File: src/rtl/adder_seq_ctrl.sv
// Multi-precision add/subtract sequencer: one N-bit word per cycle, LSW first.
// Ports: i_clk, i_reset, i_start, i_sub, i_op_a, i_op_b, o_busy, o_done, o_sum, o_cout.

// N-bit adder with carry-out.
// Ports: a, b -> sum, carry.
module adder_carry #(
  parameter int N = 4
) (
  input  logic [N-1:0] a,
  input  logic [N-1:0] b,
  output logic [N-1:0] sum,
  output logic         carry
);

  assign {carry, sum} = {1'b0, a} + {1'b0, b};

endmodule

module adder_seq_ctrl #(
  parameter int N     = 4,
  parameter int WORDS = 4
) (
  input  logic             i_clk,
  input  logic             i_reset,
  input  logic             i_start,
  input  logic             i_sub,
  input  logic [N*WORDS-1:0] i_op_a,
  input  logic [N*WORDS-1:0] i_op_b,
  output logic             o_busy,
  output logic             o_done,
  output logic [N*WORDS-1:0] o_sum,
  output logic             o_cout
);

  localparam int W  = N * WORDS;
  localparam int CW = (WORDS > 1) ? $clog2(WORDS) : 1;

  localparam logic [1:0] S_IDLE = 2'd0;
  localparam logic [1:0] S_RUN  = 2'd1;
  localparam logic [1:0] S_DONE = 2'd2;

  logic [1:0]    state;
  logic [W-1:0]  op_a;
  logic [W-1:0]  op_b;
  logic          sub;
  logic          carry;
  logic [CW-1:0] cnt;
  logic [W-1:0]  sum_q;
  logic          cout_q;

  logic [N-1:0]  a_w;
  logic [N-1:0]  b_w;
  logic [N-1:0]  b_x;
  logic [N-1:0]  cin_w;
  logic [N-1:0]  s1;
  logic [N-1:0]  s2;
  logic          c1;
  logic          c2;
  logic          wc;
  logic          last;

  // Word mux: pick the operand slice addressed by the counter.
  always_comb begin
    a_w = '0;
    b_w = '0;
    for (int k = 0; k < WORDS; k++) begin
      if (cnt == CW'(k)) begin
        a_w = op_a[k*N +: N];
        b_w = op_b[k*N +: N];
      end
    end
  end

  // Subtract is A + ~B + 1; the +1 enters as the initial carry.
  assign b_x = sub ? ~b_w : b_w;

  always_comb begin
    cin_w    = '0;
    cin_w[0] = carry;
  end

  adder_carry #(.N(N)) u_stage1 (
    .a     (a_w),
    .b     (b_x),
    .sum   (s1),
    .carry (c1)
  );

  adder_carry #(.N(N)) u_stage2 (
    .a     (s1),
    .b     (cin_w),
    .sum   (s2),
    .carry (c2)
  );

  // c1 and c2 are mutually exclusive, so OR is the true word carry.
  assign wc   = c1 | c2;
  assign last = (cnt == CW'(WORDS - 1));

  always_ff @(posedge i_clk or posedge i_reset) begin
    if (i_reset) begin
      state  <= S_IDLE;
      op_a   <= '0;
      op_b   <= '0;
      sub    <= 1'b0;
      carry  <= 1'b0;
      cnt    <= '0;
      sum_q  <= '0;
      cout_q <= 1'b0;
    end else begin
      case (state)
        S_IDLE: begin
          if (i_start) begin
            op_a  <= i_op_a;
            op_b  <= i_op_b;
            sub   <= i_sub;
            carry <= i_sub;
            cnt   <= '0;
            state <= S_RUN;
          end
        end
        S_RUN: begin
          for (int k = 0; k < WORDS; k++) begin
            if (cnt == CW'(k)) begin
              sum_q[k*N +: N] <= s2;
            end
          end
          carry <= wc;
          cnt   <= cnt + 1'b1;
          if (last) begin
            cout_q <= wc;
            state  <= S_DONE;
          end
        end
        S_DONE: begin
          state <= S_IDLE;
        end
        default: begin
          state <= S_IDLE;
        end
      endcase
    end
  end

  assign o_busy = (state != S_IDLE);
  assign o_done = (state == S_DONE);
  assign o_sum  = sum_q;
  assign o_cout = cout_q;

endmodule

File: config.mk
export PLATFORM = sky130hd
export DESIGN_NAME = adder_seq_ctrl
export DESIGN_NICKNAME = d
export VERILOG_FILES = /design/src/rtl/adder_seq_ctrl.sv
export SDC_FILE = /design/constraint.sdc
export NUM_CORES = 1
export LEC_CHECK = 0
export CAP_MARGIN = 10
export CORE_MARGIN = 5
export CORE_UTILIZATION = 46
export DETAILED_ROUTE_END_ITERATION = 16
export GPL_ROUTABILITY_DRIVEN = 0
export PLACE_DENSITY = 0.79
export SETUP_SLACK_MARGIN = 0.5
export SYNTH_ARGS = -nofsm -noshare
export SYNTH_HDL_FRONTEND = slang
export SYNTH_SLANG_ARGS = --single-unit
File: constraint.sdc
create_clock -name i_clk -period 2.9 [get_ports i_clk]
set_input_delay 0.435 -clock i_clk [delete_from_list [all_inputs] [get_ports i_clk]]
set_output_delay 0.435 -clock i_clk [all_outputs]
set_load 0.005 [all_outputs]
==> flow_metrics.tcl, run 1 <==
set metrics [dict create \
    status "complete, no violations" \
    clkLatencyLatePin_ns 0.32 \
    routed-via-count 1926 \
    finalWorstSetupSlack_ns 0.07221 \
    grt_pass1_wl_um 10120 \
    die_h_um 86.51 \
    grt_max_degree 56 \
    maxSlewViolCount 0 \
    path_class "register to register" \
    crit_start "cnt[1]" \
    finalCritPeriodShare_pct 97.51 \
    finalHoldViolCount 0 \
    io_pins 55 \
    crit_fanout 7 \
    clock-sinks 55 \
    start_util_pct 48.01 \
    synth_area_mm2 0.002693 \
    syn_nets 277 \
    numCtsBuffers 5 \
    fin_nets 346 \
    crit_required_ns 3.10 \
    synth-seq-cells 55 \
    drc 0 \
    syn2layout_area_growth_pct 37.08 \
    cts_tree "done" \
    viasPerCell 5.177 \
    finalInstanceArea_mm2 0.003691 \
    synth_cells 230 \
    fill_cells 432 \
    slew_headroom_pct 52.83 \
    h-tree-depth 2 \
    grt_pass1_vias 2106 \
    drive_above_1_share_pct 34.33 \
    hpwl_um 4065 \
    grt_overflow 0 \
    placed_cell_area_mm2 0.003359 \
    regArea_mm2 0.001378 \
    postSynthAreaPerCell_um2 11.71 \
    core_area_mm2 0.005608 \
    antenna_found_initial 0 \
    cts_buffer_depth 2 \
    track_usage_pct 17.34 \
    drv_cap 0 \
    r2r_start "cnt[1]" \
    synth_warnings 0 \
    reg2reg_depth 12 \
    critical_path.startpoint_type "register" \
    dieArea_mm2 0.007483 \
    place_ws_ns -0.08749 \
    multiInputGateArea_mm2 0.001345 \
    max_freq_ghz 0.3536 \
    ant_nets 0 \
    period_minus_slack_ns 2.828 \
    routed_wl_um 5994 \
    wl_per_cell_um 16.11 \
    port_buffers 54 \
    skew_ns 0.009024 \
    cp-end-kind "register" \
    diodes 0 \
    max_slew.worst_pin.slew_ns 0.7060 \
    drt-initial-drc-count 138 \
    critPathArrivalTime_ns 3.02 \
    clockRootBuffer "clkbuf_8" \
    setup_viol 0 \
    dr.pass1.iters 4 \
    rsz0062_at_grt "yes" \
    netlist-cell-type-count 38 \
    yosysSeqAreaShare_pct 51.12 \
    cts.clk_slew.worst_paths_ns 0.10 \
    hold_path.class "input port to asynchronous set/reset pin" \
    die_x_um 86.51 \
    rows 27 \
]
## flip-flops by register name, summed over array words and instances (netlist names)
register  flops
o_sum        16
op_a         16
op_b         16
cnt           2
state         2
carry         1
o_cout        1
sub           1
## cell families (layout without fill, tap and decap cells)
family	Yosys count	count (layout)	share of synthesized area, %
compound gates	54	54	13.43
xor+xnor	6	6	2.231
fa+ha+maj	11	11	5.390
buf+inv	22	92	3.764
flops	55	55	51.12
mux	38	38	15.89
simple gates	44	44	8.179
## layout make-up
| cell class | count | share of cell area, % |
|---|---|---|
| flip-flops and latches | 55 | 37.32 |
| clock buffers | 6 | 2.237 |
| multi-input cells | 153 | 36.44 |
| repair buffers | 74 | 19.59 |
| inverters | 10 | 1.017 |
| well taps | 72 | 2.441 |
| clock inverters | 2 | 0.9492 |
## metal layers
layer / vias up / part of all wire (%) / track usage [%]
met1: 933 / 42 / 21.76
met5: - / 0 / 0
li1: 937 / - / -
met4: 0 / 2.4 / 6.941
met2: 44 / 52 / 29.55
met3: 12 / 4.1 / 3.042
## layout by cell type, fill, tap and decap left out, drive strengths merged, types with 5 or more instances in the layout
| cell | instances |
|---|---|
| inv | 10 |
| dfrtp | 55 |
| clkdlybuf4s50 | 54 |
| xnor2 | 5 |
| ha | 10 |
| nand2 | 29 |
| a21oi | 17 |
| clkbuf | 6 |
| mux2 | 38 |
| buf | 20 |
| o21ai | 23 |
## critical path, stage by stage (launching register included)
cell and delay, ns:
dfrtp_1 0.42, inv_2 0.09, ha_4 0.21, buf_4 0.14, a21oi_1 0.12, o21ai_0 0.09, a22oi_1 0.27, xnor2_1 0.19
ha_2 0.36, nor2_1 0.22, o21a_4 0.19, o21ai_2 0.08, a221o_1 0.33
## per-stage QoR
stage	setup TNS, ns	std cells	utilization [%]	hold slack, ns
floorplan	0	230	-	0.4733
global placement	0	348	59.91	0.4661
detailed placement	-0.4779	348	59.91	0.4740
CTS	0	369	64.79	0.4950
global route	-0.1095	372	65.82	0.5220
finish	0	372	65.82	0.4803
## worst paths after layout
path	endpoint	slack (ns)
setup / recovery	carry	0.07
hold / removal	o_sum[0]	0.48
setup reg to reg	carry	0.07
hold reg to reg	o_sum[10]	0.49
max in group asynchronous	cnt[0]	2.15
min in group i_clk	o_sum[10]	0.49
## synth_stat cells (all sizes together)
library cell	n	area share, %
o211ai	1	0.28
xor2	1	0.60
o31ai	1	0.28
a221o	1	0.37
nor2	2	0.56
nor2b	2	0.46
a22oi	4	1.1
mux2	38	16
clkbuf	2	0.28
inv	10	1.4
nand2	29	4.1
a21o	1	0.33
o2111ai	1	0.33
nand3	1	0.37
xnor2	5	1.6
fa	1	0.74
nand2b	1	0.23
or2	2	0.56
o2bb2ai	1	0.33
and2	1	0.23
nand3b	4	1.1
dfrtp	55	51
o22ai	1	0.23
nor3b	1	0.28
a21oi	17	3.2
o21ai	23	5.0
a211oi	1	0.74
or3	1	0.23
o221a	1	0.74
o21a	1	0.56
ha	10	4.6
buf	10	2.1
## what timing repair did
action                                  4_1_cts  5_1_grt
endpoints found under the setup margin       18       18
buffers inserted                             13        3
hold buffers                                  0        0
resized for setup                            14        8
pin swaps                                    15        5
Power of run 1 is left out: the tool's default activity adds up to more than one toggle a clock period on the data nets, which glitch-free logic cannot reach.
==> inputs of run 2 (changes only) <==
- CORE_UTILIZATION: 46 -> 51
- PLACE_DENSITY: 0.79 -> 0.82
- clock period: 2.9 -> 2.85 ns (I/O delays scaled with it)
==> flow_metrics.tcl, run 2 (same netlist as run 1, synthesis figures left out) <==
set metrics [dict create \
    drc 0 \
    rsz0062_at_grt "yes" \
    start_util_pct 52.72 \
    grt_pass1_wl_um 8976 \
    fill_cells 390 \
    whs_endpoint "o_sum[10]" \
    io_pins 55 \
    antenna_found_initial 0 \
    hold_path.class "register to register" \
    drv_cap 0 \
    skew_ns 0.009200 \
    crit_start "cnt[1]" \
    syn2layout_area_growth_pct 33.04 \
    viasPerCell 5.321 \
    hpwl_um 4131 \
    hold_path_depth 2 \
    r2r_start "cnt[1]" \
    clkLatencyLatePin_ns 0.30 \
    rows 26 \
    dr.pass1.iters 4 \
    fin_nets 342 \
    finalCritPeriodShare_pct 99.02 \
    final_cell_mix "dfrtp_1, clkdlybuf4s50_1, mux2_2" \
    placed_cell_area_mm2 0.003367 \
    h-tree-depth 2 \
    die_h_um 82.66 \
    max_slew.worst_pin.slew_ns 0.6499 \
    status "complete, no violations" \
    port_buffers 54 \
    numCtsBuffers 5 \
    reg2reg_depth 11 \
    period_minus_slack_ns 2.822 \
    maxSlewViolCount 0 \
    critical_path.startpoint_type "register" \
    finalWorstSetupSlack_ns 0.02790 \
    crit_required_ns 3.04 \
    finalHoldViolCount 0 \
    grt_max_degree 42 \
    routed_wl_um 5748 \
    die_x_um 82.66 \
    track_usage_pct 17.59 \
    cts_tree "done" \
    cts.clk_slew.worst_paths_ns 0.09 \
    cts_buffer_depth 2 \
    min-delay-start "o_sum[10]" \
    crit_chain "buf_6, ha_4, a21oi_2, o21ai_0, a22oi_1, xnor2_2, ha_1, a211oi_4, o21a_4, o21ai_2, a221o_1" \
    wl_per_cell_um 15.79 \
    multiInputGateArea_mm2 0.001330 \
    core_area_mm2 0.005107 \
    path_class "register to register" \
    crit_path_top_delay_cell "dfrtp_1" \
    slew_headroom_pct 56.58 \
    grt_overflow 0 \
    regArea_mm2 0.001378 \
    place_ws_ns -0.04624 \
    max_freq_ghz 0.3543 \
    cp-end-kind "register" \
    cts_hold_buf 0 \
    drt-initial-drc-count 98 \
    ant_nets 0 \
    critPathArrivalTime_ns 3.02 \
    r2r_setup_slack_ns 0.03 \
    r2r-end "carry" \
    drive_above_1_share_pct 31.29 \
    crit_fanout 6 \
    cpPeakStageDelay_ns 0.41 \
    diodes 0 \
    grt_pass1_vias 1910 \
    routed-via-count 1937 \
    dieArea_mm2 0.006833 \
    clock-sinks 55 \
    setup_viol 0 \
    final_core_util_pct 70.14 \
    clockRootBuffer "clkbuf_8" \
    finalInstanceArea_mm2 0.003582 \
]
[run 2: final cells by class]
class / instances / share of cell area (%)
multi-input combinational: 153 / 37.13
inverter: 10 / 1.048
timing repair buffer: 70 / 18.90
sequential: 55 / 38.46
clock buffer: 6 / 2.026
tap: 70 / 2.445
[run 2: per-layer routing]
metal / vias to the layer above / GRT usage, % / wire, um / share of wire (%)
met3: 11 / 4.121 / 364 / 6.3
li1: 933 / - / - / -
met4: 0 / 5.882 / 151 / 2.6
met1: 936 / 21.94 / 2483 / 43
met2: 57 / 29.97 / 2749 / 48
met5: - / 0 / 0 / 0
[run 2: worst max-delay path by stage]
stage | to | slack (ns) | cells past startpoint
floorplan | carry | 0.14 | 13
global placement | o_sum[3] | 0.09 | 12
detailed placement | o_sum[7] | -0.05 | 12
CTS | o_sum[7] | 0.14 | 12
global route | carry | -0.13 | 11
finish | carry | 0.03 | 11
[run 2: what timing repair did]
| action | CTS | global route |
|---|---|---|
| setup buffers | 5 | 4 |
| resized for setup | 10 | 2 |
| endpoints found under the hold margin | 0 | 0 |
| pin swaps | 9 | 6 |
| endpoints found under the setup margin | 18 | 18 |
[run 2: critical path, delay by kind of cell, from the launching register on]
| kind | cells | cell delay (ns) |
|---|---|---|
| fa+ha+maj | 2 | 0.50 |
| flops | 1 | 0.41 |
| xor+xnor | 1 | 0.19 |
| compound gates | 7 | 1.46 |
| buf+inv | 1 | 0.14 |
[run 2: per-stage QoR]
stage                     hold slack [ns]  setup TNS [ns]  cells
after global routing               0.5157         -0.6596    364
after CTS                          0.4910               0    360
final                              0.4827               0    364
after detailed placement           0.4711         -0.1822    349
after global placement             0.4609               0    349
after floorplan                    0.4733               0    230
Power of run 2 is left out for the same reason.
==> inputs of run 3 (changes only) <==
- SYNTH_HIERARCHICAL: not set -> 1
==> flow_metrics.tcl, run 3 <==
set metrics [dict create \
    critPathArrivalTime_ns 3.36 \
    placed_cell_area_mm2 0.003526 \
    die_h_um 83.79 \
    dieArea_mm2 0.007020 \
    max_freq_ghz 0.3152 \
    max_slew.worst_pin.slew_ns 0.5855 \
    maxSlewViolCount 0 \
    grt_max_degree 31 \
    drc 0 \
    start_util_pct 53.34 \
    routed_wl_um 6013 \
    async_flop_share_pct 100.0 \
    cp-end-kind "register" \
    synth_area_mm2 0.002776 \
    path_class "register to register" \
    h-tree-depth 2 \
    syn2layout_area_growth_pct 34.43 \
    drt-initial-drc-count 74 \
    violations "setup timing" \
    crit_start "cnt[0]" \
    skew_ns 0.004215 \
    status "finished, violations left" \
    rsz0062_at_grt "yes" \
    drv_cap 0 \
    critical_path.startpoint_type "register" \
    die_x_um 83.79 \
    synth_top_cell_by_area "dfrtp_1" \
    synth-seq-cells 55 \
    r2r_start "cnt[0]" \
    antenna_found_initial 0 \
    drive_above_1_share_pct 20.86 \
    viasPerCell 5.131 \
    hold_path.class "input port to asynchronous set/reset pin" \
    numCtsBuffers 5 \
    yosysMostFrequentCell "nand2_1" \
    synthTopCellsByArea "dfrtp_1, nand2_1, mux2_4, ha_1, xnor2_1" \
    cts_buffer_depth 2 \
    maxUsedRoutingLayer "met4" \
    clockRootBuffer "clkbuf_8" \
    period_minus_slack_ns 3.173 \
    finalWorstSetupSlack_ns -0.3226 \
    rows 26 \
    place_ws_ns -0.3928 \
    cts_tree "done" \
    yosysSeqAreaShare_pct 49.57 \
    core_area_mm2 0.005205 \
    wl_per_cell_um 14.32 \
    setup_viol 14 \
    synth_warnings 6 \
    cts_hold_buf 0 \
    grt_overflow 0 \
    final_cell_mix "nand2_1, dfrtp_1, clkdlybuf4s50_1" \
    synth_commonest_cells "nand2_1, dfrtp_1, mux2_4" \
    crit_path_top_delay_cell "fa_2" \
    synth_ff_type "dfrtp_1" \
    clkLatencyLatePin_ns 0.30 \
    postSynthAreaPerCell_um2 9.951 \
    crit_required_ns 3.04 \
    wl_met2_um 3002 \
    ant_nets 0 \
    fin_nets 399 \
    finalHoldViolCount 0 \
    synth_cells 279 \
    hpwl_um 4636 \
    grt_pass1_vias 2167 \
    io_pins 55 \
    crit_chain "inv_4, ha_4, nor2b_4, buf_12, a22oi_2, a21oi_2, xnor2_1, ha_2, inv_2, fa_2, inv_2, ha_4, a21o_1, a21oi_2, xnor2_2, mux2_4" \
    wl_met1_um 2620 \
    finalInstanceArea_mm2 0.003732 \
    route.met3.wl_um 301 \
    dr.pass1.iters 6 \
    diodes 0 \
    track_usage_pct 17.89 \
    slew_headroom_pct 60.96 \
    clock-sinks 55 \
    synth_top_area_share_pct 49.57 \
    mostFrequentLayoutCell "nand2_1" \
    routed-via-count 2155 \
    cpPeakStageDelay_ns 0.52 \
    grt_pass1_wl_um 10170 \
    crit_fanout 5 \
    reg2reg_depth 16 \
    netlist-cell-type-count 30 \
    synth_edf_count 0 \
    cts.clk_slew.worst_paths_ns 0.09 \
    finalCritPeriodShare_pct 111.3 \
    port_buffers 54 \
]
-- run 3: metal layers --
metal / up-vias / track usage [%]
li1: 1032 / -
met1: 1050 / 22.25
met2: 66 / 31.38
met3: 7 / 3.554
met4: 0 / 5.263
met5: - / 0
-- run 3: area by class of cell --
cell class / count / area (um^2)
Multi-Input combinational cell: 201 / 1418
Inverter: 15 / 58.81
Fill cell: 385 / 1473
Clock buffer: 6 / 72.57
Sequential cell: 55 / 1378
Clock inverter: 2 / 12.51
Tap cell: 70 / 87.58
Timing Repair Buffer: 71 / 705.7
-- run 3: critical path: cells and delay by family, from the launching register on --
family / cells / cell delay, ns
and+or+nand+nor: 1 / 0.13
buffers and inverters: 4 / 0.28
DFF: 1 / 0.45
AOI/OAI and AO/OA: 4 / 0.55
xor gates and xnor gates: 2 / 0.29
adders and majority gates: 4 / 1.09
muxes: 1 / 0.28
-- run 3: cells by family (layout without fill, tap and decap cells) --
| kind of cell | count (synthesis) | in the layout | share of synthesized area (%) |
|---|---|---|---|
| mux | 16 | 16 | 8.653 |
| fa+ha+maj | 14 | 14 | 6.850 |
| compound gates | 32 | 32 | 7.841 |
| xor+xnor | 8 | 8 | 2.524 |
| simple gates | 127 | 127 | 19.83 |
| other cells | 1 | 4 | 0.1351 |
| buf+inv | 26 | 94 | 4.597 |
| flops | 55 | 55 | 49.57 |
-- run 3: final timing paths --
kind,to,slack (ns)
setup / recovery,o_sum[3],-0.32
hold / removal,o_sum[5],0.49
setup reg to reg,o_sum[3],-0.32
hold reg to reg,op_a[13],0.49
max in group asynchronous,cnt[0],1.80
min in group i_clk,op_a[13],0.49
-- run 3: metrics by stage --
stage,util (%),hold slack (ns),TNS [ns],cells
6_report,71.71,0.4943,-3.769,420
5_1_grt,71.71,0.5052,-5.704,420
4_1_cts,70.94,0.4906,-3.928,420
3_5_place_dp,67.74,0.4675,-4.867,410
3_3_place_gp,67.74,0.4658,-3.537,410
2_1_floorplan,-,0.4455,-2.431,282
-- run 3: repair_timing --
action,4_1_cts,5_1_grt
gates resized for setup,9,8
pin swaps,7,10
buffers inserted,2,0
setup endpoints to repair,18,17
Power of run 3 is left out for the same reason.
